`src/rtl/gat_pkg.sv`:
```
// Shared types for the GAT run-level layer sequencer.
// Holds the scheduler state encoding and the register-bank word width.
package gat_pkg;

    localparam int unsigned TOP_WIDTH = 32;

    typedef enum logic [2:0] {
        S_IDLE,
        S_WAIT_CLR,
        S_WAIT_LOAD,
        S_RUN,
        S_LAYER_END,
        S_DONE,
        S_ERR
    } sched_state_e;

    function automatic logic is_busy(sched_state_e s);
        return (s != S_IDLE) && (s != S_DONE) && (s != S_ERR);
    endfunction

endpackage

```
`src/rtl/gat_sat_counter.sv`:
```
// Cycle counter with synchronous clear and count enable.
// When SAT is set it sticks at all-ones instead of wrapping.
module gat_sat_counter #(
    parameter int unsigned WIDTH = 32,
    parameter bit          SAT   = 1'b1
) (
    input  logic             clk,
    input  logic             rst_n,
    input  logic             clr,
    input  logic             en,
    output logic [WIDTH-1:0] count
);

    logic at_max;

    assign at_max = SAT && (&count);

    always_ff @(posedge clk or negedge rst_n) begin
        if (!rst_n) begin
            count <= '0;
        end else if (clr) begin
            count <= '0;
        end else if (en && !at_max) begin
            count <= count + 1'b1;
        end
    end

endmodule

```
`src/rtl/gat_layer_sched.sv`:
```
// Run-level sequencer: gates BRAM load-done flags into gat_top and walks
// through the layers, with per-layer load handshake, watchdog and IRQ.
module gat_layer_sched #(
    parameter int unsigned TOP_WIDTH   = gat_pkg::TOP_WIDTH,
    parameter int unsigned NUM_LAYERS  = 2,
    parameter logic [31:0] TIMEOUT_CYC = 32'd50000000
) (
    input  logic                 clk,
    input  logic                 rst_n,
    input  logic                 cfg_start,
    input  logic                 cfg_abort,
    input  logic                 host_h_data_done,
    input  logic                 host_h_node_info_done,
    input  logic                 host_wgt_done,
    output logic                 core_h_data_done,
    output logic                 core_h_node_info_done,
    output logic                 core_wgt_done,
    output logic                 gat_layer,
    input  logic                 gat_ready,
    output logic                 load_req,
    output logic                 sched_busy,
    output logic                 sched_done,
    output logic                 sched_err,
    output logic                 sched_irq,
    output logic [TOP_WIDTH-1:0] layer_cycles,
    output logic [TOP_WIDTH-1:0] total_cycles
);

    import gat_pkg::*;

    localparam logic [TOP_WIDTH-1:0] TO_LAST = TOP_WIDTH'(TIMEOUT_CYC - 32'd1);
    localparam logic LAST_LAYER = 1'(NUM_LAYERS - 1);

    sched_state_e state, state_d;

    logic ready_q;
    logic ready_rise;
    logic all_done;
    logic any_flag;
    logic timeout_hit;
    logic last_layer;
    logic start_ok;
    logic core_q;
    logic core_d;
    logic load_d;
    logic busy_d;
    logic irq_d;
    logic lc_clr;
    logic lc_en;
    logic tc_en;

    assign all_done   = host_h_data_done & host_h_node_info_done & host_wgt_done;
    assign any_flag   = host_h_data_done | host_h_node_info_done | host_wgt_done;
    assign ready_rise = gat_ready & ~ready_q;
    assign last_layer = (gat_layer == LAST_LAYER);
    assign timeout_hit = (TIMEOUT_CYC != 32'd0) && (layer_cycles == TO_LAST);
    assign start_ok   = cfg_start && !cfg_abort &&
                        (state == S_IDLE || state == S_DONE || state == S_ERR);

    always_ff @(posedge clk or negedge rst_n) begin
        if (!rst_n) begin
            state   <= S_IDLE;
            ready_q <= 1'b0;
        end else begin
            state   <= state_d;
            ready_q <= gat_ready;
        end
    end

    // Abort overrides every transition; a ready edge beats the watchdog.
    always_comb begin
        state_d = state;
        if (cfg_abort) begin
            state_d = S_IDLE;
        end else begin
            unique case (state)
                S_IDLE, S_DONE, S_ERR: if (cfg_start) state_d = S_WAIT_CLR;
                S_WAIT_CLR:  if (!any_flag) state_d = S_WAIT_LOAD;
                S_WAIT_LOAD: if (all_done) state_d = S_RUN;
                S_RUN: begin
                    if (ready_rise) state_d = S_LAYER_END;
                    else if (timeout_hit) state_d = S_ERR;
                end
                S_LAYER_END: state_d = last_layer ? S_DONE : S_WAIT_CLR;
                default: state_d = S_IDLE;
            endcase
        end
    end

    always_comb begin
        core_d = (state_d == S_RUN);
        load_d = (state_d == S_WAIT_LOAD);
        busy_d = is_busy(state_d);
        irq_d  = (state_d != state) && (state_d == S_DONE || state_d == S_ERR);
    end

    always_ff @(posedge clk or negedge rst_n) begin
        if (!rst_n) begin
            core_q     <= 1'b0;
            load_req   <= 1'b0;
            sched_busy <= 1'b0;
            sched_irq  <= 1'b0;
            sched_done <= 1'b0;
            sched_err  <= 1'b0;
            gat_layer  <= 1'b0;
        end else begin
            core_q     <= core_d;
            load_req   <= load_d;
            sched_busy <= busy_d;
            sched_irq  <= irq_d;
            if (start_ok) begin
                sched_done <= 1'b0;
                sched_err  <= 1'b0;
            end else begin
                if (state_d == S_DONE) sched_done <= 1'b1;
                if (state_d == S_ERR)  sched_err  <= 1'b1;
            end
            if (cfg_abort || start_ok) begin
                gat_layer <= 1'b0;
            end else if (state == S_LAYER_END && !last_layer) begin
                gat_layer <= gat_layer + 1'b1;
            end
        end
    end

    assign core_h_data_done      = core_q;
    assign core_h_node_info_done = core_q;
    assign core_wgt_done         = core_q;

    assign lc_clr = start_ok || (state == S_WAIT_LOAD && state_d == S_RUN);
    assign lc_en  = (state == S_RUN) && !cfg_abort;
    assign tc_en  = is_busy(state) && !cfg_abort;

    gat_sat_counter #(
        .WIDTH (TOP_WIDTH),
        .SAT   (1'b1)
    ) u_layer_cnt (
        .clk   (clk),
        .rst_n (rst_n),
        .clr   (lc_clr),
        .en    (lc_en),
        .count (layer_cycles)
    );

    gat_sat_counter #(
        .WIDTH (TOP_WIDTH),
        .SAT   (1'b1)
    ) u_total_cnt (
        .clk   (clk),
        .rst_n (rst_n),
        .clr   (start_ok),
        .en    (tc_en),
        .count (total_cycles)
    );

endmodule

```
`config.mk`:
```
export PLATFORM = sky130hd
export DESIGN_NAME = gat_layer_sched
export DESIGN_NICKNAME = d
export VERILOG_FILES = /design/src/rtl/gat_pkg.sv /design/src/rtl/gat_sat_counter.sv /design/src/rtl/gat_layer_sched.sv
export SDC_FILE = /design/constraint.sdc
export NUM_CORES = 1
export LEC_CHECK = 0
export CAP_MARGIN = 20
export CORE_ASPECT_RATIO = 2
export CORE_MARGIN = 4
export CORE_UTILIZATION = 50
export DETAILED_ROUTE_END_ITERATION = 6
export DONT_BUFFER_PORTS = 1
export SYNTH_ARGS = -nofsm -noshare
export SYNTH_HDL_FRONTEND = slang
export SYNTH_HIERARCHICAL = 1
export SYNTH_SLANG_ARGS = --single-unit
export TNS_END_PERCENT = 20
```
`constraint.sdc`:
```
create_clock -name clk -period 3.5 [get_ports clk]
set_clock_uncertainty 0.15 [all_clocks]
set_input_delay 0.525 -clock clk [delete_from_list [all_inputs] [get_ports clk]]
set_output_delay 0.525 -clock clk [all_outputs]
set_load 0.01 [all_outputs]
```
=== After elaboration in Yosys (flattened, before gate mapping) ===
Cells that the tools add are included.

* Input bits: 8
* Output and inout port bits: 73
* Register bits after elaboration: 75
* Logic and storage cells: 87

* Multiplexer cells: 18
* Reductions and logical operators: 33
* Eq/ne operators: 16
* Add/subtract/negate cells: 3
* Bitwise operators: 6

{| class="wikitable"
|+ Operator list
! kind !! number
|-
| 32-bit two-way mux || 4
|-
| 32-bit by 1-bit adder with 32-bit output (second input constant) || 2
|-
| 32-bit AND reduction || 2
|-
| 32-bit by 26-bit equality test with 1-bit output (second input constant) || 1
|-
| 3-bit two-way mux || 7
|-
| 3-bit equality test (second input constant) || 5
|-
| 3-bit case mux with 5 select lines || 1
|-
| 1-bit logical AND || 13
|-
| 3-bit by 2-bit equality test with 1-bit output (second input constant) || 4
|-
| 3-bit != test (second input constant) || 4
|-
| 2-bit nonzero test || 5
|-
| 1-bit two-way mux || 6
|-
| 3-bit nonzero test || 2
|-
| 1-bit logical OR || 5
|-
| 1-bit logical NOT || 4
|-
| 1-bit AND || 3
|-
| 3-bit by 1-bit equality test with 1-bit output (second input constant) || 1
|-
| 3-bit logical NOT || 1
|-
| 3-bit != test || 1
|-
| 3-bit OR reduction || 1
|-
| 1-bit OR || 2
|-
| 1-bit adder (second input constant) || 1
|-
| 1-bit inverter || 1
|}

=== Logic depth before layout (Yosys ltp) ===
Gate-level depths: netlist (run 1).

* Depth after elaboration: 9
* Mapped depth: 11
* Gate-level depth less buffers: 9

=== Modules after synthesis ===
Netlist (run 1), hierarchy kept.

{| class="wikitable"
|+ Modules (own cells, without submodules)
! module !! instances !! area an instance (um2) !! cells an instance !! sequential area each (um2)
|-
| gat_sat_counter || 2 || 1865.5 || 190 || 800.8
|-
| gat_layer_sched || 1 || 805.8 || 96 || 275.3
|}

=== Worst setup path after synthesis (run 1) ===
No wires, ideal clock.

* Kind: register to register
* From: register u_layer_cnt.count[9]
* To: register u_layer_cnt.count[3]
* Data arrival time: 2.537 ns
* Clock period less this slack: 2.763 ns
* Stages on the path, launching flop included: 9
* Required time: 3.274 ns
* Path buffers: 0
* Slack: 0.737 ns
* Library setup time: 0.076 ns
* Cell sequence: dfrtp_1 or4b_1 nor4_1 nand4_1 o221ai_2 nand2b_1 o21bai_1 or4_1 o21ai_1

* Longest elaborated chain between the ends: 9
* Elaborated cells between the ends (all ways): 13
* Classes of those cells: eq/ne: 2; mux: 5; reduce/logical: 6

{| class="wikitable"
|+ Ends and longest elaborated chain
! what !! line !! source
|-
| from (decl) || gat_sat_counter.sv:11 || <nowiki>output logic [WIDTH-1:0] count</nowiki>
|-
| from (signal assigned) || gat_sat_counter.sv:24 || <nowiki>count <= count + 1'b1;</nowiki>
|-
| 32-bit by 26-bit equality test with 1-bit output (*) || gat_layer_sched.sv:56 || <nowiki>assign timeout_hit = (TIMEOUT_CYC != 32'd0) && (layer_cycles == TO_LAST);</nowiki>
|-
| 3-bit two-way mux (*) || gat_layer_sched.sv:82 || <nowiki>else if (timeout_hit) state_d = S_ERR;</nowiki>
|-
| 3-bit two-way mux (*) || gat_layer_sched.sv:81 || <nowiki>if (ready_rise) state_d = S_LAYER_END;</nowiki>
|-
| 3-bit case mux with 5 select lines (*) || gat_layer_sched.sv:76 || <nowiki>unique case (state)</nowiki>
|-
| 3-bit two-way mux (*) || gat_layer_sched.sv:73 || <nowiki>if (cfg_abort) begin</nowiki>
|-
| 3-bit by 2-bit equality test with 1-bit output (*) || gat_layer_sched.sv:130 || <nowiki>assign lc_clr = start_ok || (state == S_WAIT_LOAD && state_d == S_RUN);</nowiki>
|-
| 1-bit logical AND (*) || gat_layer_sched.sv:130 ||
|-
| 1-bit logical OR (*) || gat_layer_sched.sv:130 ||
|-
| net lc_clr || gat_layer_sched.sv:48 || <nowiki>logic lc_clr;</nowiki>
|-
| 32-bit two-way mux / 2-bit nonzero test (equally long branches) || n/a ||
|}

The timed path passes the listed nets; every way through them passes the cells marked *.
A chain may end at the register's enable or synchronous reset.

=== Worst setup path after layout (run 1) ===
* From: register u_layer_cnt.count[8]
* To: register u_layer_cnt.count[3]

Same word-level chain as after synthesis.

==> reports/metrics.yaml, run 1 <==
outcome:
  status: "completed"
logic_synthesis:
  syn_inst: 476
  synth_top_area_frac: 0.414
  synth_fp_nets: 486
  ys_warn_count: 6
  ys_ff_latch: 75
  synth.distinct_cells: 61
  synth_ff_type: "dfrtp_1"
  yosysSeqAreaShare: 0.414
  synthTopCellsByArea: "dfrtp_1 (41%), or4_1 (4.6%), a21oi_1 (4.5%), nor2_1 (3.5%), o31ai_1 (3.3%)"
  synth-async-reset-ratio: 1.00
  synth_top_cell_by_area: "dfrtp_1"
  syn_avg_cell_area_um2: 9.53
  synth_area_mm2: 0.00454
  synth_edf_count: 0
placed_design:
  hpwl_um: 9220
  placed_cell_area_mm2: 0.00465
  place_ws_ps: 344
  place_congestion: 0.851
  port_buffers: 0
die:
  die_h_um: 143
  dieArea_mm2: 0.0108
  die_w_um: 75.4
  placementRows: 48
  core_mm2: 0.00877
  ios: 81
  start_util: 0.517
clocking:
  cts_tree: "done"
  cts_buffers: 9
  cts_sinks: 75
  clk_path_buf_depth: 2
  cts_repair_resize_count: 0
  ctsRootBufferMaster: "clkbuf_16"
  cts-htree-levels: 3
  path_clk_slew_ps: 60
  clk_latency_ps: 330
run:
  maxCapViolCount: 0
critical_path:
  crit_type: "flip-flop to flip-flop"
  critPathLaunchType: "flip-flop"
  end_kind: "flip-flop"
  worstPathRequired_ps: 3610
  cp_max_fo: 16
  worstPathArrival_ps: 3270
cells_and_area:
  antenna_cells: 0
  final_layout_size_suffix_gt1_frac: 0.121
  post-route-cell-area_mm2: 0.00501
  most-common-layout-cells: "dfrtp_1 (75), nor2_1 (42), a21oi_1 (41)"
  final_core_util: 0.572
  mostFrequentLayoutCell: "dfrtp_1"
  syn_to_final_growth_pct: 10.5
  fin_nets: 491
timing:
  drv_slew: 0
  hold_violations: 0
  fin_crit_ps: 3170
  setup_viol: 0
  rsz0062_at_grt: "false"
  tns_ps: 0
  fmaxAchievable_mhz: 316
  setup_slack_ps: 332
  worst_slew_pin_slew_ps: 680
  fin_crit_sh: 0.905
  slew_headroom: 0.546
power:
  vdd_drop_max_mv: 0.229
  p_total_mw: 2.08
  leakage_nw: 2.10
  pwr_density_cell_mw_per_mm2: 414
routing:
  initialDrtViolationCount: 214
  wire_per_inst_um: 21.4
  via_per_inst: 6.66
  remaining_drc_errors: 0
  dr.pass1.iters: 4
  routed_wl_um: 12500
  ant_nets: 0
  dr_total_vias: 3901
global_route:
  antenna_found_initial: 0
  track_usage: 0.242
  grt_pass1_wl_um: 19800
  grt.overflow.total: 0
  first_global_vias: 3991
  grt_max_degree: 76
min_path:
  hp-class: "primary input to flip-flop"
cell usage after synthesis (10+ instances only):
master	n
a21oi_1	41
and3_1	12
clkbuf_1	10
dfrtp_1	75
inv_1	17
nand2_1	38
nand3_1	16
nor2_1	42
o21ai_0	13
o31ai_1	20
or3_1	16
or4_1	28
xor2_1	12
final timing paths:
check	startpoint	end	slack, ps	cells after the start
min in group asynchronous	rst_n	u_total_cnt/count[30]	600	2
hold reg to reg	sched_done	sched_done	460	2
max in group asynchronous	rst_n	u_total_cnt/count[15]	2280	2
hold / removal	gat_ready	ready_q	70	0
setup reg to reg	u_layer_cnt/count[8]	u_layer_cnt/count[3]	330	8
setup / recovery	u_layer_cnt/count[8]	u_layer_cnt/count[3]	330	8
registers in the layout, indices dropped and copies added (netlist names):
name               count
load_req               1
sched_done             1
ready_q                1
sched_busy             1
u_layer_cnt/count     32
core_h_data_done       1
gat_layer              1
u_total_cnt/count     32
sched_irq              1
sched_err              1
state                  3
worst max-delay path, stage by stage, from the launching register on:
cell and delay [ps]:
dfrtp_1 470, or4b_1 530, nor4_1 280, nand4_1 220
o221ai_2 340, nand2b_1 210, o21bai_2 230, or4_1 570
o21ai_1 90
layout make-up:
cell class | count | area [um2]
multi-input combinational | 362 | 2460
clock inverter | 4 | 72.6
fill | 809 | 3760
timing repair buffer | 16 | 155
inverter | 17 | 63.8
sequential | 75 | 1880
tap | 100 | 125
clock buffer | 12 | 256
power by group:
group | internal (mW) | switching (mW)
combinational | 0.0473 | 0.0900
clock | 0.662 | 0.359
sequential | 0.885 | 0.0317
total | 1.59 | 0.481
stage by stage:
stage | instances | hold slack [ps]
after CTS | 586 | 58.8
after detailed placement | 568 | 81.2
after global placement | 568 | 81.1
after global routing | 586 | 54.9
after floorplan | 476 | 79.4
final | 586 | 71.5
what timing repair did:
item                      CTS  global route
hold endpoints to repair   75             0
hold buffers                2             0
setup buffers               0             0
routing by layer:
metal	share of wire	routed length (um)	track usage	up-vias
met5	0	0	0	-
met4	0.030	374	0.118	0
met3	0.046	578	0.0521	25
met2	0.60	7560	0.472	98
met1	0.32	4000	0.219	1957
li1	-	-	-	1821
kinds of logic after synthesis:
group	Yosys count	synth area share
multiplexers	4	0.0110
buffers and inverters	39	0.0444
AND/OR/NAND/NOR	221	0.314
XOR/XNOR	17	0.0328
AO/OA/AOI/OAI	118	0.179
adder cells (fa/ha/maj)	2	0.00551
flip-flops	75	0.414
(Power assumes the default switching activity.)
==> run 2: changes to the inputs <==
--- a/config.mk
+++ b/config.mk
@@ -11,6 +11,7 @@
 export CORE_UTILIZATION = 50
 export DETAILED_ROUTE_END_ITERATION = 6
 export DONT_BUFFER_PORTS = 1
+export PLACE_DENSITY = 0.68
 export SYNTH_ARGS = -nofsm -noshare
 export SYNTH_HDL_FRONTEND = slang
 export SYNTH_HIERARCHICAL = 1
==> constraint.sdc (replaced) <==
create_clock -name clk -period 2.82 [get_ports clk]
set_clock_uncertainty 0.15 [all_clocks]
set_input_delay 0.423 -clock clk [delete_from_list [all_inputs] [get_ports clk]]
set_output_delay 0.423 -clock clk [all_outputs]
set_load 0.01 [all_outputs]
==> reports/metrics.yaml, run 2 (synthesis results as in run 1) <==
min_path:
  hold_depth: 2
  hp-class: "primary input to flip-flop"
placed_design:
  port_buffers: 0
  hpwl_um: 9380
  place_congestion: 0.875
  placed_cell_area_mm2: 0.00487
timing:
  fmaxAchievable_mhz: 368
  hold_slack_ps: 157
  fin_crit_ps: 2720
  slew_headroom: 0.678
  hold_violations: 0
  fin_crit_sh: 0.963
  drv_slew: 0
  setup_viol: 0
  tns_ps: 0
  rsz0062_at_grt: "true"
  worst_slew_pin_slew_ps: 482
routing:
  routed_wl_um: 12800
  via_per_inst: 6.56
  wire_per_inst_um: 20.6
  remaining_drc_errors: 0
  initialDrtViolationCount: 265
  dr.pass1.iters: 4
  ant_nets: 0
  dr_total_vias: 4072
clocking:
  ctsRootBufferMaster: "clkbuf_16"
  cts-htree-levels: 3
  clk_latency_ps: 330
  path_clk_slew_ps: 60
  cts_sinks: 75
  cts_buffers: 9
  clk_path_buf_depth: 2
  cts_tree: "done"
cells_and_area:
  reg_top3: "u_layer_cnt/count: 32 flops, u_total_cnt/count: 32 flops, state: 3 flops"
  most-common-layout-cells: "dfrtp_1 (74), buf_4 (47), nor2_1 (42)"
  final_core_util: 0.602
  syn_to_final_growth_pct: 16.4
  antenna_cells: 0
  mostFrequentLayoutCell: "dfrtp_1"
  final_layout_size_suffix_gt1_frac: 0.184
  fin_nets: 526
  post-route-cell-area_mm2: 0.00528
die:
  die_w_um: 75.4
  placementRows: 48
  ios: 81
  core_mm2: 0.00877
  start_util: 0.517
  dieArea_mm2: 0.0108
  die_h_um: 143
outcome:
  status: "completed"
critical_path:
  worstPathRequired_ps: 2930
  worstPathArrival_ps: 2820
  end_kind: "flip-flop"
  cp_max_fo: 7
  reg2reg_depth: 8
  crit_type: "flip-flop to flip-flop"
  critPathLaunchType: "flip-flop"
global_route:
  grt_max_degree: 76
  grt_pass1_wl_um: 20900
  grt.overflow.total: 0
  first_global_vias: 4349
  antenna_found_initial: 0
  track_usage: 0.250
power:
  vdd_drop_max_mv: 0.478
  pwr_density_cell_mw_per_mm2: 487
  leakage_nw: 2.27
  p_total_mw: 2.57
run:
  maxCapViolCount: 0
-- run 2: path summary, 6_finish.rpt --
| kind | end | slack [ps] | from |
|---|---|---|---|
| max reg2reg | u_layer_cnt/count[3] | 100 | u_layer_cnt/count[5] |
| max | u_layer_cnt/count[3] | 100 | u_layer_cnt/count[5] |
| min | state[0] | 160 | cfg_abort |
| max in group asynchronous | state[1] | 1670 | rst_n |
| min reg2reg | sched_done | 450 | sched_done |
| min in group asynchronous | u_layer_cnt/count[28] | 490 | rst_n |
-- run 2: final cells by class --
type / count / area (um2)
clock buffers: 12 / 246
fillers: 731 / 3490
repair buffers: 51 / 410
inverters: 17 / 63.8
flip-flops and latches: 75 / 1880
multi-input cells: 362 / 2480
clock inverters: 4 / 73.8
well taps: 100 / 125
-- run 2: where the power goes --
group          internal (mW)  leakage [nW]  total, mW  switching [mW]
clock network          0.800         0.157       1.24           0.441
registers               1.10          1.04       1.13          0.0370
logic                 0.0716          1.07      0.196           0.124
-- run 2: through the flow --
stage	setup WS, ps	instances
after global placement	221	599
after CTS	24.0	619
after global routing	-52.4	621
after floorplan	57.0	476
after detailed placement	45.8	599
final	103	621
-- run 2: worst max-delay path, cell delays in order (launching register included) --
cell and delay (ps):
dfrtp_1 540, nand4b_1 220, nor4_2 320, nand4_1 230, o221ai_2 260, nand2b_4 170
o21bai_2 110, or4_1 540, o21ai_1 80
-- run 2: repair_timing --
item / 4_1_cts / 5_1_grt
resized for setup: 0 / 5
hold buffers: 4 / 0
endpoints found under the hold margin: 77 / 0
setup endpoints to repair: 0 / 5
setup buffers: 0 / 2
-- run 2: layer usage --
layer	track usage	vias up	share of wire
met5	0	-	0
met2	0.465	138	0.57
met3	0.0634	34	0.066
met4	0.128	0	0.040
li1	-	1889	-
met1	0.238	2011	0.32
